==> config.mk <==
export PLATFORM = sky130hd
export DESIGN_NAME = pdm_mic_decimator
export DESIGN_NICKNAME = d
export VERILOG_FILES = /design/src/rtl/pdm_mic_decimator.sv
export SDC_FILE = /design/constraint.sdc
export NUM_CORES = 1
export LEC_CHECK = 0
export ABC_AREA = 1
export CAP_MARGIN = 20
export CORE_MARGIN = 3
export CORE_UTILIZATION = 27
export CTS_CLUSTER_SIZE = 28
export DETAILED_ROUTE_END_ITERATION = 12
export PLACE_DENSITY = 0.44
export SLEW_MARGIN = 30
export SYNTH_ARGS = -nofsm -noshare
export SYNTH_HDL_FRONTEND = slang
export SYNTH_SLANG_ARGS = --single-unit
==> constraint.sdc <==
create_clock -name wb_clk_i -period 5.2 [get_ports wb_clk_i]
set_input_delay 1.3 -clock wb_clk_i [delete_from_list [all_inputs] [get_ports wb_clk_i]]
set_output_delay 1.3 -clock wb_clk_i [all_outputs]
set_load 0.005 [all_outputs]
==> src/rtl/pdm_mic_decimator.sv <==
// PDM mic front end: bit-clock generator, 2-flop input sync, 3rd-order CIC decimator by 2^DECIMATION_LOG2.
// Latency: sample 2 clocks after the block-completing mic_clk fall; no backpressure, audio_o is held until the next pulse.
module pdm_mic_decimator #(
    parameter int SAMPLE_DEPTH    = 8,
    parameter int CLK_DIV         = 4,
    parameter int DECIMATION_LOG2 = 6
) (
    input  logic                    wb_clk_i,
    input  logic                    wb_reset_ni,
    input  logic                    enable_i,
    input  logic                    mic_data_i,
    output logic                    mic_clk_o,
    output logic [SAMPLE_DEPTH-1:0] audio_o,
    output logic                    sample_valid_o
);

    localparam int W     = 3 * DECIMATION_LOG2 + 2;
    localparam int SHIFT = 3 * DECIMATION_LOG2 - SAMPLE_DEPTH + 1;
    localparam int CW    = $clog2(CLK_DIV);

    localparam logic signed [W-1:0] SAT_MAX = W'((1 << (SAMPLE_DEPTH - 1)) - 1);
    localparam logic signed [W-1:0] SAT_MIN = -SAT_MAX - W'(1);

    logic                       sync1_q, sync1_d;
    logic                       sync2_q, sync2_d;
    logic [CW-1:0]              div_q, div_d;
    logic                       mic_clk_q, mic_clk_d;
    logic [DECIMATION_LOG2-1:0] bit_q, bit_d;
    logic [W-1:0]               i1_q, i1_d, i2_q, i2_d, i3_q, i3_d;
    logic [W-1:0]               d1_q, d1_d, d2_q, d2_d, d3_q, d3_d;
    logic [W-1:0]               c3_q, c3_d;
    logic                       dec_strobe_q, dec_strobe_d;
    logic                       out_strobe_q, out_strobe_d;
    logic [SAMPLE_DEPTH-1:0]    audio_q, audio_d;
    logic                       valid_q, valid_d;

    logic                       div_last;
    logic [W-1:0]               x;
    logic [W-1:0]               c1, c2, c3;
    logic signed [W-1:0]        shifted;
    logic signed [W-1:0]        sat;

    assign div_last = (div_q == CW'(CLK_DIV - 1));
    assign x        = sync2_q ? W'(1) : {W{1'b1}};
    assign shifted  = $signed(c3_q) >>> SHIFT;

    always_comb begin
        sat = shifted;
        if (shifted > SAT_MAX) begin
            sat = SAT_MAX;
        end else if (shifted < SAT_MIN) begin
            sat = SAT_MIN;
        end
    end

    always_comb begin
        sync1_d      = mic_data_i;
        sync2_d      = sync1_q;
        div_d        = div_q;
        mic_clk_d    = mic_clk_q;
        bit_d        = bit_q;
        i1_d         = i1_q;
        i2_d         = i2_q;
        i3_d         = i3_q;
        d1_d         = d1_q;
        d2_d         = d2_q;
        d3_d         = d3_q;
        c3_d         = c3_q;
        dec_strobe_d = 1'b0;
        out_strobe_d = 1'b0;
        audio_d      = audio_q;
        valid_d      = 1'b0;
        c1           = '0;
        c2           = '0;
        c3           = '0;

        if (!enable_i) begin
            // Stop clears the whole filter state; only the last sample is kept.
            div_d     = '0;
            mic_clk_d = 1'b0;
            bit_d     = '0;
            i1_d      = '0;
            i2_d      = '0;
            i3_d      = '0;
            d1_d      = '0;
            d2_d      = '0;
            d3_d      = '0;
        end else begin
            if (div_last) begin
                div_d     = '0;
                mic_clk_d = ~mic_clk_q;
            end else begin
                div_d = div_q + CW'(1);
            end

            // Falling edge of mic_clk is the PDM sample point.
            if (div_last && mic_clk_q) begin
                i1_d         = i1_q + x;
                i2_d         = i2_q + i1_d;
                i3_d         = i3_q + i2_d;
                bit_d        = bit_q + DECIMATION_LOG2'(1);
                dec_strobe_d = (bit_q == {DECIMATION_LOG2{1'b1}});
            end

            if (dec_strobe_q) begin
                c1           = i3_q - d1_q;
                c2           = c1 - d2_q;
                c3           = c2 - d3_q;
                d1_d         = i3_q;
                d2_d         = c1;
                d3_d         = c2;
                c3_d         = c3;
                out_strobe_d = 1'b1;
            end

            if (out_strobe_q) begin
                audio_d = sat[SAMPLE_DEPTH-1:0];
                valid_d = 1'b1;
            end
        end
    end

    always_ff @(posedge wb_clk_i or negedge wb_reset_ni) begin
        if (!wb_reset_ni) begin
            sync1_q      <= 1'b0;
            sync2_q      <= 1'b0;
            div_q        <= '0;
            mic_clk_q    <= 1'b0;
            bit_q        <= '0;
            i1_q         <= '0;
            i2_q         <= '0;
            i3_q         <= '0;
            d1_q         <= '0;
            d2_q         <= '0;
            d3_q         <= '0;
            c3_q         <= '0;
            dec_strobe_q <= 1'b0;
            out_strobe_q <= 1'b0;
            audio_q      <= '0;
            valid_q      <= 1'b0;
        end else begin
            sync1_q      <= sync1_d;
            sync2_q      <= sync2_d;
            div_q        <= div_d;
            mic_clk_q    <= mic_clk_d;
            bit_q        <= bit_d;
            i1_q         <= i1_d;
            i2_q         <= i2_d;
            i3_q         <= i3_d;
            d1_q         <= d1_d;
            d2_q         <= d2_d;
            d3_q         <= d3_d;
            c3_q         <= c3_d;
            dec_strobe_q <= dec_strobe_d;
            out_strobe_q <= out_strobe_d;
            audio_q      <= audio_d;
            valid_q      <= valid_d;
        end
    end

    assign mic_clk_o      = mic_clk_q;
    assign audio_o        = audio_q;
    assign sample_valid_o = valid_q;

endmodule

-- Word level (Yosys, flattened, before mapping)
Cells that the tools add are included.
- bits in registers: 162
- input bits: 4
- output and inout bits: 10
- word-level logic and storage cells: 62
- $add $sub $neg: 8
- $lt $le $gt $ge: 2
- eq/ne operators: 5
- muxes and demuxes: 27
- bitwise operators: 1
- reduce and logical (&&, ||, !) cells: 3
- operators with widths (cell ; count):
    $mux W20 ; 13
    $add A20 B20 Y20 ; 3
    $sub A20 B20 Y20 ; 3
    $mux W8 ; 2
    $mux W6 ; 2
    $gt A9 B8 Y1 const B ; 1
    $lt A9 B8 Y1 const B ; 1
    $mux W1 ; 8
    $add A6 B1 Y6 const B ; 1
    $eq A6 B6 Y1 const B ; 1
    $ne A2 B1 Y1 const B ; 3
    $mux W2 ; 2
    $reduce_and A2 Y1 ; 2
    $add A2 B1 Y2 const B ; 1
    $eq A2 B2 Y1 const B ; 1
    $logic_and A1 B1 Y1 ; 1
    $not A1 Y1 ; 1

-- Depth between registers and ports, before layout
- depth in word-level cells: 6
- gate-level depth with buffers: 34
- depth with buffers taken out: 34

-- Worst setup path before layout
OpenSTA, ideal clock, no wires.
- path kind: register to register
- start point: register sync2_q
- end point: register i3_q[19]
- setup time: 66 ps
- data arrival time: 4480 ps
- required time: 5134 ps
- setup slack: 655 ps
- stages on the path, launching flop included: 31
- path buffers: 0
- clock period less this slack: 4545 ps
- cell sequence: dfrtp_1 -> inv_1 -> ha_1 -> a21oi_2 -> o21ai_1 -> a21oi_2 -> inv_1 -> nand2_1 -> nand2_2 -> inv_2 -> o21ai_2 -> or2_0 -> and2_4 -> ha_1 -> nand2_1 -> nand2_1 -> o21bai_2 -> nand2_1 -> nand2_1 -> nand2_1 -> nand3_1 -> and2_1 -> ha_1 -> inv_1 -> nor3_1 -> nand2_1 -> o311ai_0 -> inv_1 -> nand3_1 -> nand3_1 -> nand2_1
- cells in the longest elaborated chain, start to end: 6
- RTL lines (what ; RTL line ; RTL):
    start: declaration ; 25 ; logic sync2_q, sync2_d;
    start signal: assignment ; 143 ; sync2_q <= sync2_d;
    $mux W20 ; 44 ; assign x = sync2_q ? W'(1) : {W{1'b1}};
    $add A20 B20 Y20 ; 98 ; i1_d = i1_q + x;
    $add A20 B20 Y20 ; 99 ; i2_d = i2_q + i1_d;
    $add A20 B20 Y20 ; 100 ; i3_d = i3_q + i2_d;
    $mux W20 ; 97 ; if (div_last && mic_clk_q) begin
    $mux W20 ; 77 ; if (!enable_i) begin
    end signal: assignment ; 149 ; i3_q <= i3_d;
    end: declaration ; 29 ; logic [W-1:0] i1_q, i1_d, i2_q, i2_d, i3_q, i3_d;
Every way passes these cells. The select of a mux whose other input is x is not followed.
A chain may end at the register's enable or synchronous reset.

-- Worst setup path after layout
- start point: register sync2_q
- end point: register i3_q[18]
The elaborated chain is that of the path after synthesis.

==> results.toml <==
[logic_synthesis]
synth_warnings = 0
synth.distinct_cells = 57
syn-cell-area_sq_um = 11700
async_reset_ff_share_pct = 100
synthFlopType = "dfrtp_1"
synth_cells = 1581
synth_edf_count = 0
ys_ff_latch = 151
syn_avg_cell_area_sq_um = 7.41
synth-seq-area-share_pct = 32.2
syn-num-nets = 1706

[global_routing]
antenna_found_initial = 0
met2_usage_pct = 27.3
grt_max_degree = 79
grt_pass1_wl_microns = 54800
grt_pass1_vias = 10554
grt_use_met3_pct = 2.51
overflow = 0
grt_use_total_pct = 14.8
met1_usage_pct = 17.6
top_usage_layer = "met2"

[clocking]
numCtsBuffers = 17
cts_tree = "built"
cts_buffer_depth = 2
htreeDepth = 4
clk_pin_slew_ns = 0.07
clk_latency_ns = 0.44
cts_root_buf = "clkbuf_16"
clkSinkCount = 151
hold_buffers = 0

[critical_path]
r2r_start = "sync2_q"
cp-end-kind = "flop"
cp_data_arrival_time_ns = 5.20
cp-start-kind = "flop"
r2r_cells = 24
r2r_slack_ns = 0.31
critPathMaxFanout = 6
path_class = "reg -> reg"
r2r-end = "i3_q[18]"
crit_required_ns = 5.51

[run]
cap_violations = 0

[timing]
setup_viol = 0
slew_headroom_pct = 46.8
timing.final.ws_setup_ns = 0.307
skew_ns = 0.0111
fmax_ghz = 0.204
fin_crit_sh_pct = 94.1
tightest_slew_ns = 0.798
timing.final.hold_violations = 0
post-route-min-period_ns = 4.89
slew_violations = 0

[place]
gp_congestion = 0.845
io_buffers = 13
pre_cts_ws_ns = -0.158
hpwlAfterDp_microns = 25200

[floorplan]
core_sq_um = 42400
die_h_microns = 214
std_cell_rows = 75
die_area_sq_um = 45900
initial_utilization_pct = 27.6
io_pins = 14
die_width_microns = 214

[drt]
wl_per_cell_microns = 15.3
drtIter0Drc = 503
drc = 0
routed-via-count = 10333
drtPass1Iterations = 5
wirelength_microns = 33600
viasPerCell = 4.69
ant_nets = 0

[final_layout]
layout-drive-gt1-share_pct = 13.8
num-nets-final = 1739
num_antenna_cells = 0
area_growth_pct = 18.7
utilization_pct = 32.8

[power_and_ir_drop]
p_total_mw = 3.72
p_leak_nw = 6.85
cellPowerDensity_nw_per_um2 = 268
ir_worst_vdd_uv = 184

[worst_hold_path]
min_path_cells = 0
hold_path_class = "reg -> reg"
min-delay-start = "sync1_q"
hold-path-endpoint = "sync2_q"

[run_status]
outcome = "completed"
sequential cells by signal, indices dropped and copies added (netlist names), 2 cells and up:
name and cells:
d2_q 20, i1_q 20, d3_q 20, div_q 2, bit_q 6, audio_o 8, i2_q 20, c3_q 9
d1_q 20, i3_q 20
worst max path at each step:
stage,endpoint,depth (start not counted),slack (ns),from
after CTS,c3_q[19],31,0.0005,i3_q[0]
after global routing,i3_q[18],32,-0.05,sync2_q
after global placement,i3_q[18],22,-0.15,sync2_q
after floorplan,i3_q[19],30,0.65,sync2_q
final,i3_q[18],24,0.31,sync2_q
after detailed placement,i3_q[18],26,-0.16,sync2_q
power breakdown:
group	internal (mW)	switching (mW)	total, mW	leakage (nW)
Combinational	0.381	0.649	1.03	4.43
Sequential	1.20	0.0162	1.22	2.09
Clock	0.922	0.556	1.48	0.330
Total	2.50	1.22	3.72	6.85
logic make-up (layout without fill, tap and decap cells):
kind of cell	count (synthesis)	after routing	synth area share, %
AND/OR/NAND/NOR	623	623	23.1
AO/OA/AOI/OAI	361	361	18.1
buffers and inverters	262	308	8.47
flip-flops	151	151	32.2
adder cells (fa/ha/maj)	121	121	13.2
XOR/XNOR	63	63	4.84
critical path, stage by stage, from the launching register on:
cell        delay (ns)
dfrtp_2           0.43
clkinvlp_4        0.12
buf_12            0.15
ha_1              0.35
nand2_1           0.12
inv_1             0.06
a21oi_2           0.21
o211ai_4          0.15
a21oi_4           0.21
xor2_1            0.24
inv_1             0.08
ha_1              0.33
a21oi_1           0.19
o21ai_0           0.14
o21bai_2          0.22
or2_0             0.20
and2_4            0.16
ha_4              0.29
nand2_2           0.09
nor4_4            0.38
nand4_1           0.23
nand3_2           0.14
a21oi_1           0.06
o21ai_1           0.13
o21ai_1           0.08
per-stage QoR:
stage | hold slack (ns) | instances | setup TNS, ns | cell area (sq um)
final | 0.435 | 2204 | 0 | 13900
after floorplan | 0.331 | 1581 | 0 | 11700
after CTS | 0.438 | 2188 | 0 | 13300
after global placement | 0.431 | 2156 | -0.242 | 12600
after detailed placement | 0.408 | 2156 | -0.285 | 12600
after global routing | 0.435 | 2204 | -0.0683 | 13900
layer usage:
metal / vias up / part of all wire, %
met5: - / 0
met4: 0 / 2.2
met3: 41 / 2.0
met2: 106 / 52
met1: 4881 / 44
li1: 5305 / -
placed cells by master (no fill, tap or decap), types with 27 or more instances in the layout:
cell type  instances
o22ai_1           35
nand3_1           58
nor2_1            82
a21oi_1          109
dfrtp_1          150
xor2_1            30
nand2_2           27
ha_1              89
nand2_1          368
inv_1            223
o21ai_0          110
cells in the mapped netlist (4+ instances only):
| cell | count | area (sq um) |
|---|---|---|
| a21o_1 | 4 | 30.0 |
| a21oi_1 | 122 | 611 |
| a21oi_2 | 13 | 114 |
| a22o_1 | 14 | 123 |
| and2_1 | 8 | 50.1 |
| and2_4 | 4 | 35.0 |
| buf_2 | 4 | 20.0 |
| clkbuf_1 | 21 | 78.8 |
| dfrtp_1 | 151 | 3780 |
| fa_1 | 5 | 100 |
| ha_1 | 116 | 1450 |
| inv_1 | 226 | 848 |
| inv_2 | 9 | 33.8 |
| nand2_1 | 373 | 1400 |
| nand2_2 | 23 | 144 |
| nand3_1 | 63 | 315 |
| nand3_2 | 4 | 40.0 |
| nand4_1 | 15 | 93.8 |
| nor2_1 | 90 | 338 |
| nor3_1 | 13 | 65.1 |
| nor4_1 | 5 | 31.3 |
| o21ai_0 | 114 | 571 |
| o21ai_1 | 14 | 70.1 |
| o21ai_2 | 8 | 70.1 |
| o21bai_1 | 5 | 37.5 |
| o21bai_2 | 4 | 45.0 |
| o22ai_1 | 35 | 219 |
| o31ai_1 | 8 | 60.1 |
| or2_0 | 6 | 37.5 |
| or2_2 | 4 | 25.0 |
| xnor2_1 | 27 | 236 |
| xor2_1 | 34 | 298 |
repair_timing:
action,CTS,global route
pin swaps,0,17
setup endpoints to repair,3,12
setup buffers,0,15
gates cloned,0,1
gates resized for setup,4,92
final cells by class:
cell class	count	area [sq um]
tap	577	722
timing repair buffer	39	352
timing repair inverter	1	7.51
multi-input combinational	1168	7480
clock buffer	19	443
fill	4659	28500
inverter	236	890
clock inverter	13	239
sequential	151	3780
(Power assumes the default switching activity.)
==> edit: new RTL, same flow settings <==
Make the reset (`wb_reset_ni`) synchronous in one clocked block.
--- a/src/rtl/pdm_mic_decimator.sv
+++ b/src/rtl/pdm_mic_decimator.sv
@@ -120,7 +120,7 @@
         end
     end
 
-    always_ff @(posedge wb_clk_i or negedge wb_reset_ni) begin
+    always_ff @(posedge wb_clk_i) begin
         if (!wb_reset_ni) begin
             sync1_q      <= 1'b0;
             sync2_q      <= 1'b0;
Check against the original RTL: differs if wb_reset_ni is asserted again (counterexample within 10 cycles, from zero or initial values and one cycle with wb_reset_ni low); with wb_reset_ni held inactive, the same outputs for 10 cycles.
==> edit against the unedited design <==
- sequential cell count stayed put
- synthesized cell count shrank 0.95%
- wire length decreased by 11%
- critical path depth increased by 7
- final area decreased by 5.1%
- worst setup slack better by 0.0031 ns
- area after synthesis decreased by 5.8%
- critical path type unchanged
- highest routed layer unchanged
Power is not compared: it rests on default switching activity, and its combinational part moved more than twofold at a synthesized area within 25%.
==> edit: results (changes against the unedited design) <==
Parameter                              Value

Global route
  Global-route total usage across every layer    13.8% (was 14.8%)
  Wire length of the first global-routing pass    48900 um (was 54800 um)
  Largest net degree at the start of global routing    53 (was 79)

Drt
  Count of vias placed by the detailed router    9985 (was 10300)

Clock tree
  Total of cells resized after clock tree synthesis    7 (was 4)

Yosys
  Most common library cells after synthesis    280 x sky130_fd_sc_hd__nand2_1, 222 x sky130_fd_sc_hd__inv_1, 172 x sky130_fd_sc_hd__a21oi_1 (was 373 x sky130_fd_sc_hd__nand2_1, 226 x sky130_fd_sc_hd__inv_1, 151 x sky130_fd_sc_hd__dfrtp_1)
  Portion of the post-synthesis area used by sequential elements    27.4% (was 32.2%)
  Number of distinct library cells after synthesis    50 (was 57)
  Fraction of the mapped netlist area in adder cells    14.1% (was 13.2%)
  Top FF cell, synth    sky130_fd_sc_hd__dfxtp_1 (was sky130_fd_sc_hd__dfrtp_1)
  Synth Area in Compound Gates    21.7% (was 18.1%)

Critical path
  Max incr delay on CP    0.39 ns (was 0.43 ns)
  End of the worst register-to-register path    c3_q[19] (was i3_q[18])
  Startpoint of the worst register-to-register path    i3_q[0] (was sync2_q)
  Worst path top cell family by delay    simple AND/OR/NAND/NOR gates (was compound AO/OA/AOI/OAI gates)
  Length in cells of the worst reg-to-reg path    31 (was 24)
  Slowest cell on the critical path    sky130_fd_sc_hd__fa_2 (was sky130_fd_sc_hd__dfrtp_2)

Cells and area
  Buffer count excluding the clock tree in the final layout    53 (was 39)
  Number of ordinary inverters in the final layout    233 (was 237)
  Final Non-Filler Cells    2141 (was 2204)
  Filler cells    4325 (was 4659)
  Layout Area Growth over Synthesis    19.6% (was 18.7%)
  Final sequential cell count    151 (unchanged)
  Buffering overhead    3.35% (was 2.53%)
  Flip-flop and latch share of the layout cell area    22.9% (was 27.2%)
  Share of final-layout standard cells stronger than drive strength 1    14.0% (was 13.8%)
  Area of combinational cells with multiple inputs    7590 um2 (was 7480 um2)

Placed design
  Total half-perimeter wirelength after legalization and detailed placement    23200 um (was 25200 um)
  Post-placement cell area    11900 um2 (was 12600 um2)
  Global placer's final weighted congestion    0.864 (was 0.845)

Timing
  Final Hold Slack    0.427 ns (was 0.435 ns)
  Clock Skews    0.0115 ns (was 0.0111 ns)
  Setup WS post-layout    0.310 ns (was 0.307 ns)

Hold path
  Hold wc startpoint    div_q[0] (was sync1_q)

Run status
  Result of the run    completed (unchanged)
==> edit: cell types whose count changed after synthesis, sizes merged, moves of 7 or more <==
cell,change
dfrtp,-151
dfxtp,+151
nand2,-100
a21oi,+49
o22ai,-34
xor2,+20
a22o,+15
a211oi,+12
or2,-12
nand3,+10
clkbuf,+9
nor2,+9
and2,-8
o21ai,+7
==> edit: layer usage <==
metal | global-route usage [%] | share of wire (%) | vias to the layer above | wire length, um
met3 | 2.59 | 1.7 | 36 | 513
met1 | 16.2 | 46 | 4536 | 13700
met2 | 25.5 | 50 | 75 | 15100
met4 | 4.21 | 2.1 | 0 | 622
li1 | - | - | 5338 | -
met5 | 0 | 0 | - | 0
==> edit: power by group <==
part | switching (W) | total [W] | leakage (nW) | internal [W]
combinational | 0.000173 | 0.000269 | 4.74 | 0.0000960
sequential | 0.00000153 | 0.00116 | 1.22 | 0.00116
clock | 0.000544 | 0.00131 | 0.285 | 0.000762
